===== src/rtl/div_frame_ctrl.sv =====
// div_frame_ctrl: byte-stream front end for the 32-bit serial divider.
// Collects a 9-byte request (cmd, dividend, divisor) from the UART receiver,
// drives the operands onto the divider, waits for a fresh run, and returns
// quotient and remainder as 8 bytes to the UART transmitter.
module div_frame_ctrl (
    input  logic        clk,
    input  logic        rst,
    input  logic [7:0]  rx_data,
    input  logic        rx_valid,
    output logic [7:0]  tx_data,
    output logic        tx_valid,
    input  logic        tx_ready,
    output logic [31:0] div_dividend,
    output logic [31:0] div_divider,
    output logic        div_sign,
    input  logic        div_ready,
    input  logic [31:0] div_result,
    input  logic [31:0] div_remainder,
    output logic        busy,
    output logic        frame_err,
    output logic        rx_drop
);

    localparam logic [7:0] CMD_UNSIGNED = 8'hA0;
    localparam logic [7:0] CMD_SIGNED   = 8'hA1;
    localparam logic [2:0] LAST_OP_BYTE = 3'd3;
    localparam logic [2:0] LAST_TX_BYTE = 3'd7;

    typedef enum logic [2:0] {
        IDLE,
        OPA,
        OPB,
        WAIT_LOAD,
        BUSY,
        SETTLE,
        SEND
    } state_t;

    state_t      state;
    logic [2:0]  byte_cnt;
    logic [31:0] q_reg;
    logic [31:0] r_reg;

    // Byte idx (0 = most significant) of the {quotient, remainder} response
    function automatic logic [7:0] pick_byte(input logic [63:0] w, input logic [2:0] idx);
        logic [63:0] sh;
        sh = w << {idx, 3'b000};
        return sh[63:56];
    endfunction

    // Frame controller: intake, divider handshake, and response serialisation
    always_ff @(posedge clk or posedge rst) begin
        if (rst) begin
            state        <= IDLE;
            byte_cnt     <= 3'd0;
            div_dividend <= 32'd0;
            div_divider  <= 32'd0;
            div_sign     <= 1'b0;
            q_reg        <= 32'd0;
            r_reg        <= 32'd0;
            tx_data      <= 8'd0;
            tx_valid     <= 1'b0;
            busy         <= 1'b0;
            frame_err    <= 1'b0;
            rx_drop      <= 1'b0;
        end else begin
            frame_err <= 1'b0;
            rx_drop   <= 1'b0;

            case (state)
                IDLE: begin
                    if (rx_valid) begin
                        if (rx_data == CMD_UNSIGNED || rx_data == CMD_SIGNED) begin
                            div_sign <= rx_data[0];
                            byte_cnt <= 3'd0;
                            busy     <= 1'b1;
                            state    <= OPA;
                        end else begin
                            frame_err <= 1'b1;
                        end
                    end
                end

                OPA: begin
                    if (rx_valid) begin
                        div_dividend <= {div_dividend[23:0], rx_data};
                        if (byte_cnt == LAST_OP_BYTE) begin
                            byte_cnt <= 3'd0;
                            state    <= OPB;
                        end else begin
                            byte_cnt <= byte_cnt + 3'd1;
                        end
                    end
                end

                OPB: begin
                    if (rx_valid) begin
                        div_divider <= {div_divider[23:0], rx_data};
                        if (byte_cnt == LAST_OP_BYTE) begin
                            byte_cnt <= 3'd0;
                            state    <= WAIT_LOAD;
                        end else begin
                            byte_cnt <= byte_cnt + 3'd1;
                        end
                    end
                end

                // Divider loads our operands on the edge it is seen ready
                WAIT_LOAD: begin
                    rx_drop <= rx_valid;
                    if (div_ready) begin
                        state <= BUSY;
                    end
                end

                BUSY: begin
                    rx_drop <= rx_valid;
                    if (div_ready) begin
                        state <= SETTLE;
                    end
                end

                // Remainder lags the quotient by one edge; capture both here
                SETTLE: begin
                    rx_drop  <= rx_valid;
                    q_reg    <= div_result;
                    r_reg    <= div_remainder;
                    tx_data  <= div_result[31:24];
                    tx_valid <= 1'b1;
                    byte_cnt <= 3'd0;
                    state    <= SEND;
                end

                SEND: begin
                    rx_drop <= rx_valid;
                    if (tx_valid && tx_ready) begin
                        if (byte_cnt == LAST_TX_BYTE) begin
                            tx_valid <= 1'b0;
                            byte_cnt <= 3'd0;
                            busy     <= 1'b0;
                            state    <= IDLE;
                        end else begin
                            byte_cnt <= byte_cnt + 3'd1;
                            tx_data  <= pick_byte({q_reg, r_reg}, byte_cnt + 3'd1);
                        end
                    end
                end

                default: begin
                    busy     <= 1'b0;
                    tx_valid <= 1'b0;
                    state    <= IDLE;
                end
            endcase
        end
    end

endmodule


===== config.mk =====
export PLATFORM = sky130hd
export DESIGN_NAME = div_frame_ctrl
export DESIGN_NICKNAME = d
export VERILOG_FILES = /design/src/rtl/div_frame_ctrl.sv
export SDC_FILE = /design/constraint.sdc
export NUM_CORES = 1
export LEC_CHECK = 0
export ABC_AREA = 0
export CELL_PAD_IN_SITES_DETAIL_PLACEMENT = 2
export CELL_PAD_IN_SITES_GLOBAL_PLACEMENT = 2
export CORE_UTILIZATION = 43
export DETAILED_ROUTE_END_ITERATION = 6
export DONT_BUFFER_PORTS = 1
export PLACE_DENSITY = 0.84
export SYNTH_ARGS = -nofsm -noshare
export SYNTH_HDL_FRONTEND = slang
export SYNTH_SLANG_ARGS = --single-unit

===== constraint.sdc =====
create_clock -name clk -period 5.5 [get_ports clk]
set_clock_uncertainty 0.05 [all_clocks]
set_input_delay 1.1 -clock clk [delete_from_list [all_inputs] [get_ports clk]]
set_output_delay 1.1 -clock clk [all_outputs]
set_load 0.02 [all_outputs]

== After elaboration in Yosys (flattened, before gate mapping) ==
Index checks and enable logic that the tools add are counted.

* Output and inout bits: 77
* Flip-flop bits (word level): 147
* Input bits: 77

* Equality and inequality tests: 22
* Add/subtract/negate cells: 1
* Shift-type cells: 1
* Reduce and logical (&&, ||, !) cells: 17
* Mux-type cells: 31
* Bitwise operators: 2

{| class="wikitable"
|+ Operator list
! operator !! count
|-
| << shifter 64 x 6 -> 64 bit || 1
|-
| 2-to-1 mux 3 bit || 16
|-
| != test 2 bit, second input constant || 11
|-
| case mux 3 bit (7 select lines) || 1
|-
| == test 8 bit, second input constant || 2
|-
| 2-to-1 mux 8 bit || 2
|-
| case mux 8 bit (2 select lines) || 1
|-
| == test 3 bit, second input constant || 4
|-
| case mux 3 bit (4 select lines) || 1
|-
| AND reduction 10 bit || 1
|-
| AND reduction 5 bit || 2
|-
| OR reduction 5 bit || 2
|-
| == test 3 x 2 -> 1 bit, second input constant || 3
|-
| AND reduction 3 bit || 3
|-
| 2-to-1 mux 1 bit || 8
|-
| case mux 1 bit (3 select lines) || 2
|-
| AND reduction 2 bit || 2
|-
| nonzero test 4 bit || 1
|-
| OR reduction 4 bit || 1
|-
| adder 3 x 1 -> 3 bit, second input constant || 1
|-
| == test 3 x 1 -> 1 bit, second input constant || 1
|-
| zero test 3 bit || 1
|-
| != test 2 x 1 -> 1 bit, second input constant || 1
|-
| inverter 1 bit || 2
|-
| 4 further kinds || 4
|}

== Depth between registers and ports, before layout ==
Gate-level depths: netlist of the first run.

* Word-level depth: 5
* Mapped depth: 8
* Depth with buffers taken out: 7

== Worst setup path before layout of the first run ==
OpenSTA, ideal clock, no wires.

* Kind: input -> register
* Start point: in rx_data[6]
* End point: reg byte_cnt[0]
* Stages: 4
* Arrival time: 2,211 ps
* Required time: 5,325 ps
* Slack: 3,114 ps
* Cell sequence: nand4bb_1 nor4_1 a22o_1 mux2_2

* Longest elaborated chain between the ends: 4
* Elaborated cells between the ends (all ways): 5
* Those cells by class: eq/ne: 3; reduce/logical: 2

{| class="wikitable"
|+ RTL lines
! item !! RTL line !! source
|-
| start: declaration || 8 || <nowiki>input logic [7:0] rx_data,</nowiki>
|-
| == test 8 bit || 73 || <nowiki>if (rx_data == CMD_UNSIGNED || rx_data == CMD_SIGNED) begin</nowiki>
|-
| logical OR 1 bit * || 73 ||
|-
| != test 2 bit (no line) * || n/a ||
|-
| AND reduction 5 bit (no line) * || n/a ||
|-
| end signal: assignment || 91 || <nowiki>byte_cnt <= byte_cnt + 3'd1;</nowiki>
|-
| end signal: assignment || 103 || <nowiki>byte_cnt <= byte_cnt + 3'd1;</nowiki>
|-
| end signal: assignment || 143 || <nowiki>byte_cnt <= byte_cnt + 3'd1;</nowiki>
|-
| end: declaration || 40 || <nowiki>logic [2:0] byte_cnt;</nowiki>
|}

Every way passes the cells marked *; elsewhere a longest branch is shown, timed or not.
A chain may end at the register's enable or synchronous reset.

== Worst setup path after layout of the first run ==
* Start point: reg byte_cnt[0]
* End point: reg tx_data[3]

* Longest elaborated chain between the ends: 5
* Elaborated cells between the ends (all ways): 8
* Those cells by class: add/sub: 1; eq/ne: 2; shift: 1; mux: 3; reduce/logical: 1

{| class="wikitable"
|+ RTL lines
! item !! RTL line !! source
|-
| adder 3 x 1 -> 3 bit || 144 || <nowiki>tx_data <= pick_byte({q_reg, r_reg}, byte_cnt + 3'd1);</nowiki>
|-
| << shifter 64 x 6 -> 64 bit || 47 || <nowiki>sh = w << {idx, 3'b000};</nowiki>
|-
| 2-to-1 mux 8 bit || 137 || <nowiki>if (byte_cnt == LAST_TX_BYTE) begin</nowiki>
|-
| 2-to-1 mux 8 bit || 136 || <nowiki>if (tx_valid && tx_ready) begin</nowiki>
|-
| case mux 8 bit (2 select lines) || 70 || <nowiki>case (state)</nowiki>
|-
| end signal: assignment || 128 || <nowiki>tx_data <= div_result[31:24];</nowiki>
|-
| end signal: assignment || 144 ||
|-
| end: declaration || 10 || <nowiki>output logic [7:0] tx_data,</nowiki>
|}

Several ways; a longest one is shown, not always the timed one. The select of a mux whose other input is x is not followed.

==> results.md, run 1 <==
- The flow ran to the end, and the final reports show no timing, DRC or antenna violations.
- For this run, the detailed router's first-pass iteration total came to 4.
- The end of the worst register-to-register path is tx_data[3]$_DFFE_PP0P_.
- The total routed wirelength is ~16000 um.
- The leading cell type in the layout, fill and taps excluded is dfrtp_1.
- The critical path in this run is classified as reg -> reg.
- The number of pins with negative max-slew slack in the final report is 0.
- The maximum level of the CTS H-tree is 4.
- The mean routed wirelength per cell is ~26 um.
- Setup violations remaining at the end of the flow were counted as 0.
- In the final layout, flip-flops and latches occupy around 3700 um2.
- The initial antenna violation count is 2.
- The multi-input logic area is around 2500 um2.
- The synthesized design contains 0 enable-type register cells.
- The distinct cell type count after synthesis is 39.
- The count of pins on the block boundary is about 150.
- The total count of hold-check failures in the final report is 0.
- The die covers 15300 um2.
- The tool flagged a number of max-cap violations equal to 0.
- The count of nets after finishing is 491.
- The post-route DRC violation count is 0.
- The average instance in the mapped netlist occupies roughly 15 um2.
- The nature of the critical path endpoint is a register.
- In this run the power density over the cells is 674 nW/um2.
- The count of state elements after synthesis is between 100 and 150.
- In this run the worst hold path is classified as reg -> reg.
- The post-route antenna net violation count is 0.
- Fill cells in the final layout number between 1000 and 1500.
- After global routing the overflow that remains totals 0.
- The part of the cycle the worst path needs is about 60%.
- In the post-synthesis netlist, the biggest area contributors are dfrtp_1, mux2_2, mux4_2.
- The clock passes through at most 2 buffers.
- The fraction of synthesis flops using an asynchronous set or reset pin is between 90% and 100%.
- VDD sags by at most about 0.00027 V.
- Measured in cells, the most critical reg-to-reg path has a length of 6.
- For this design the static power due to leakage is roughly 3.1 nW.
- Sequential elements use between 50% and 60% of the synthesized area.
- The number of buffers created by CTS is 17.
- The main flop type after synthesis is dfrtp_1.
- The most area-hungry cell type in the Yosys netlist is dfrtp_1.
- The master cell of the clock root buffer is clkbuf_16.
- The filler-free cell count of the finished design is about 610.
- Of all nets on the critical path, the largest fanout is 17.
- The region available for standard cell placement spans 14500 um2.
- The via count of the first global-routing pass was approximately 4000.
- The synthesized net count is approximately 490.
- Counting I/O delays and the setup requirement, the final critical path takes roughly 3300 ps.
- The slew at the pin closest to its max-slew limit is around 1100 ps.
- The cell count after synthesis came out at roughly 410.
- Derived from the worst setup path, the maximum achievable clock frequency is approximately 0.30 GHz.
- Routability-driven placement finished with a final weighted congestion of 0.775.
- The arrival time of the worst setup path is ~3600 ps.
- The beginning of the worst register-to-register path is byte_cnt[0]$_DFFE_PP0P_.
- The synthesized design devotes to its leading area cell type 57.8% of total area.
- Buffers inserted to repair hold after CTS numbered 0.
- The placed wire-length estimate is 10600 um.
- The post-CTS clock slew at the launch and capture registers of the worst setup and hold paths is ~60 ps.
- The CTS tree is done.
- The area growth from synthesis to layout is 11.3%.
- Clock latency on the worst-skew pair, taken at its later pin, is around 420 ps.
- The overall track demand over capacity in global routing is 22.3%.
- In this run the most critical hold path is launched from r_reg[17]$_DFFE_PP0P_.
- The Yosys step of the flow raised 0 warnings.
- The wire length of the first global-routing pass is 24100 um.
- The number of cells on the worst hold path is 1.
- The die is roughly 120 um wide.
- The area of the mapped netlist is between 6000 and 7000 um2.
- The reg-to-reg setup timing slack is 2200 ps.
- The setup fix buffers added after clock tree synthesis is 0.
- The number of instances in the placed design is approximately 580.
- The clock sink count is around 150.
- Entering global routing, the biggest net connects ~120 pins.
- In the layout the commonest cells are dfrtp_1, mux2_2, clkbuf_16, nor2_1.
- The post-route netlist has ~43% of its cells at a drive strength greater than 1.
- During placement, the flow inserted port buffers numbering 0.
- The via count of the routed design is 3557.
- Dividing the detail-routed via count by the number of cells gives between 5 and 6.
- After routing, the total negative slack on setup checks comes to 0 ps.
- STA classifies the critical path startpoint as a register.
- The initialized floorplan defines 44 standard-cell rows.
- From bottom edge to top edge, the die measures ~120 um.
- The max-slew headroom at the worst pin is 27.0%.
- The first-iteration detailed-routing DRC count is 167.
- Setup repair after global routing left no endpoint under its margin.
- The number of resized instances in the post-cts repair step is 0.
- Once the floorplan was initialized, standard cells occupied a little over two fifths of the core.
- STA puts the critical path data required time at 5760 ps.
- The endpoint of the worst hold-timing path is r_reg[17]$_DFFE_PP0P_.
-- metrics by stage --
stage	cell area [um2]	worst slack [ps]	util (%)	power [mW]	hold WS, ps
after floorplan	6360	399	-	3.20	422
after global placement	6460	2410	44.6	3.40	434
after detailed placement	6460	2220	44.6	3.56	443
final	7080	2200	48.9	4.77	459
after CTS	7070	2110	48.9	4.83	458
after global routing	7070	1940	48.9	5.00	475
-- layer usage --
layer	share of wire (%)	vias to the layer above	track usage, %
met5	0.11	-	0
met3	6.6	42	7.83
met1	37	1880	24.3
met4	3.3	2	11.1
met2	53	122	38.4
li1	-	1511	-
-- Yosys cell counts, types with 2 or more instances --
cell type / instances
mux2_1: 3
nand2_1: 6
a21oi_1: 5
nor2_1: 13
ha_1: 4
a31oi_1: 2
a21o_1: 8
nor2_2: 2
buf_2: 13
mux4_2: 9
buf_4: 8
and3b_1: 2
mux2i_1: 9
nand2b_1: 6
buf_6: 2
dfrtp_1: 147
a211oi_1: 8
mux4_1: 7
inv_1: 5
mux2_2: 130
nor4_1: 2
o21ai_0: 4
-- power by group --
group	switching, mW	total [mW]	leakage [nW]	internal [mW]
logic	0.479	1.21	0.977	0.727
clock network	0.471	1.20	0.295	0.731
registers	0.779	2.36	1.82	1.58
total	1.73	4.77	3.09	3.04
-- critical path, stage by stage (launching register included) --
cell and delay, ps:
dfrtp_1 610, ha_1 380, ha_1 960, mux4_1 670, mux2i_1 180, a211oi_1 110
a21o_1 210
-- how the worst max path moves through the flow --
stage	start	endpoint	slack, ps	cells after the start
finish	byte_cnt[0]$_DFFE_PP0P_	tx_data[3]$_DFFE_PP0P_	2200	6
global route	byte_cnt[0]$_DFFE_PP0P_	tx_data[3]$_DFFE_PP0P_	1940	6
CTS	byte_cnt[0]$_DFFE_PP0P_	tx_data[3]$_DFFE_PP0P_	2110	6
detailed placement	byte_cnt[0]$_DFFE_PP0P_	tx_data[5]$_DFFE_PP0P_	2220	6
global placement	byte_cnt[0]$_DFFE_PP0P_	tx_data[0]$_DFFE_PP0P_	2410	6
floorplan	rst	busy$_DFFE_PP0P_	400	1
-- final cells by class --
class                      instances  share of cell area, %
antenna                            2                 0.0707
clock buffer                      18                   6.20
clock inverter                    14                   2.51
inverter                           5                  0.336
multi-input combinational        235                   35.2
sequential                       147                   52.0
tap                              184                   3.25
timing repair buffer               4                  0.424
-- logic make-up (layout without fill, tap and decap cells) --
| logic type | count (synthesis) | after routing | share of synthesized area [%] |
|---|---|---|---|
| other cells | 0 | 2 | 0 |
| xor+xnor | 1 | 1 | 0.138 |
| compound gates | 36 | 36 | 4.27 |
| fa+ha+maj | 4 | 4 | 0.787 |
| simple gates | 36 | 36 | 2.95 |
| mux | 158 | 158 | 31.0 |
| buf+inv | 30 | 41 | 2.99 |
| flops | 147 | 147 | 57.8 |
Power figures use the tool's default switching activity.
==> run 2: changes to the inputs <==
==> constraint.sdc (replaced) <==
create_clock -name clk -period 3.1 [get_ports clk]
set_clock_uncertainty 0.05 [all_clocks]
set_input_delay 0.62 -clock clk [delete_from_list [all_inputs] [get_ports clk]]
set_output_delay 0.62 -clock clk [all_outputs]
set_load 0.02 [all_outputs]
==> results.md, run 2 (synthesis results as in run 1) <==
- Setup repair after global routing missed its margin: false (unchanged).
- The maximum count of clock buffers along a single path was 2 (unchanged).
- The switching part of the total is 36.2% (was 36.3%).
- The area growth from synthesis to layout is 12.2% (was 11.3%).
- The kind of critical path is reg -> reg (unchanged).
- The worst min-delay path class was in -> async (was reg -> reg).
- The master cell of the clock root buffer was clkbuf_16 (unchanged).
- The nature of the critical path startpoint is a register (unchanged).
- The clock insertion delay at the later pin of the skew report is 420 ps (about the same).
- The share of total power in sequential cells came to 48.8% (was 49.5%).
- The post-layout minimum cycle time is 2510 ps (was 3300 ps).
- The delay of the slowest critical-path stage is 630 ps (was 960 ps).
- The share of total power in combinational logic is 26.9% (was 25.3%).
- The worst vdd rail ir drop is 0.000456 V (was 0.000273 V).
- The accumulated negative setup slack came to 0 ps (unchanged).
- The count of input and output buffers is 0 (unchanged).
- The via count of the first global-routing pass came to 4023 (was 4035).
- The post-route DRC violation count is 0 (unchanged).
- The final global-route overflow total came to 0 (unchanged).
- The first-iteration detailed-routing DRC count came to 164 (was 167).
- The max-slew headroom at the worst pin is 36.3% (was 27.0%).
- The overall power after layout is 8.36 mW (was 4.77 mW).
- The leading cell type in the layout, fill and taps excluded is dfrtp_1 (unchanged).
- The total count of hold-check failures in the final report is 0 (unchanged).
- The via count of the routed design is 3499 (was 3557).
- The setup fix buffers added after clock tree synthesis is 0 (unchanged).
- The post-route antenna net violation count is 0 (unchanged).
- The routability-driven placement congestion ratio came to 0.794 (was 0.775).
- The part of the cycle the worst path needs was 81.1% (was 59.9%).
- The initial antenna violation count is 2 (unchanged).
- The net switching power was 3.03 mW (was 1.73 mW).
- The count of pins on the block boundary is 154 (unchanged).
- The final-report setup violation count is 0 (unchanged).
- The clock network fraction of design power was 24.3% (was 25.2%).
- The post-CTS clock slew at the launch and capture registers of the worst setup and hold paths was 60 ps (about the same).
- The end of the worst register-to-register path was tx_data[5]$_DFFE_PP0P_ (was tx_data[3]$_DFFE_PP0P_).
- The placed wire-length estimate is 11000 um (was 10600 um).
- The cell with the biggest individual delay on the critical path is mux4_1 (was ha_1).
- The endpoint required time on the critical path is 3360 ps (was 5760 ps).
- The slew at the pin closest to its max-slew limit is 956 ps (was 1090 ps).
- The mean routed wirelength per cell is 25.0 um (was 26.2 um).
- The number of buffers inserted by hold repair at cts is 0 (unchanged).
- The maximum clock frequency is 0.398 GHz (was 0.303 GHz).
- Run status: finished clean (unchanged).
- The pin count of the biggest net entering global routing is 59 (was 117).
- The number of resized instances in the post-cts repair step came to 0 (unchanged).
- The number of core rows came to 44 (unchanged).
- The area of the die was 15300 um2 (unchanged).
- The total routed wirelength is 15400 um (was 16000 um).
- The total leakage power is 3.13 nW (was 3.09 nW).
- The number of iterations in the first detailed-routing pass is 4 (unchanged).
- The overall track demand over capacity in global routing is 21.5% (was 22.3%).
- The clock sink count came to 147 (unchanged).
- The number of pins with negative max-slew slack in the final report is 0 (unchanged).
- The count of nets after finishing is 499 (was 491).
- The depth of the worst register-to-register path came to 7 (was 6).
- The detail-routed via count per cell is 5.67 (was 5.84).
- The arrival time of the worst setup path was 2770 ps (was 3560 ps).
- The number of buffers created by CTS is 17 (unchanged).
- The die width is 124 um (unchanged).
- The power density of the placed cells is 1170 nW/um2 (was 674 nW/um2).
- Commonest non-fill, non-tap cells in the layout: dfrtp_1, mux2_2, clkbuf_16, nor2_1 (unchanged).
- The fraction of layout instances using a drive strength above 1 is 43.4% (was 42.6%).
- The max-capacitance violation count is 0 (unchanged).
- The initial standard-cell utilization of the core came to 43.9% (unchanged).
- The CTS tree is done (unchanged).
- The internal power summed over all cells was 5.33 mW (was 3.04 mW).
- The chip height is 124 um (unchanged).
- The maximum level of the CTS H-tree came to 4 (unchanged).
- The wire length of the first global-routing pass was 23600 um (was 24100 um).
- The number of buffer and inverter stages on the critical path came to 1 (was 0).
- The cell seen most often among critical-path stages was ha_1 (unchanged).
- Cell breakdown of the critical path: ha_1 > ha_1 > buf_4 > mux4_1 > mux2i_1 > a211oi_1 > a21o_1 (was ha_1 > ha_1 > mux4_1 > mux2i_1 > a211oi_1 > a21o_1).
- The beginning of the worst register-to-register path was byte_cnt[0]$_DFFE_PP0P_ (unchanged).
- The family with the most delay on the worst path is multiplexers (was adder cells).
- The standard cell core area came to 14500 um2 (unchanged).
- The largest fanout on the critical path is 16 (was 17).
- The reg-to-reg setup timing slack is 590 ps (was 2200 ps).
- The nature of the critical path endpoint was a register (unchanged).
-- run 2: metrics by stage --
step	worst slack (ps)	cell area [um2]	util (%)	hold slack [ps]	std cells
final	585	7140	49.3	116	617
after floorplan	583	6360	-	422	412
after global placement	744	6550	45.3	432	583
after CTS	535	7130	49.3	143	615
after detailed placement	588	6550	45.3	442	583
after global routing	443	7140	49.3	137	616
-- run 2: power by group through the flow --
stage | Sequential [mW] | Combinational [mW] | Clock, mW
floorplan | 3.75 | 1.93 | 0
global placement | 4.02 | 2.07 | 0
detailed placement | 4.12 | 2.26 | 0
CTS | 4.10 | 2.30 | 2.07
global route | 4.21 | 2.45 | 2.17
finish | 4.08 | 2.25 | 2.03
-- run 2: worst max-delay path by stage --
stage	slack (ps)	end	cells past startpoint	start
6_report	590	tx_data[5]$_DFFE_PP0P_	7	byte_cnt[0]$_DFFE_PP0P_
5_1_grt	440	tx_data[5]$_DFFE_PP0P_	7	byte_cnt[0]$_DFFE_PP0P_
4_1_cts	540	tx_data[5]$_DFFE_PP0P_	7	byte_cnt[0]$_DFFE_PP0P_
3_5_place_dp	590	tx_data[4]$_DFFE_PP0P_	7	byte_cnt[0]$_DFFE_PP0P_
3_3_place_gp	740	tx_data[1]$_DFFE_PP0P_	7	byte_cnt[0]$_DFFE_PP0P_
2_1_floorplan	580	busy$_DFFE_PP0P_	1	rst
-- run 2: final cells by class --
type,count,area (um2)
repair buffers,12,128
clock inverters,14,153
inverters,5,22.5
well taps,184,230
clock buffers,18,429
fillers,1321,7340
multi-input cells,235,2490
flip-flops and latches,147,3680
diodes,2,5.00
-- run 2: per-layer routing --
layer,track usage [%],part of all wire [%],vias up
li1,-,-,1533
met1,24.2,38,1841
met2,37.7,55,104
met3,7.69,6.1,19
met4,6.78,1.3,2
met5,0,0.11,-
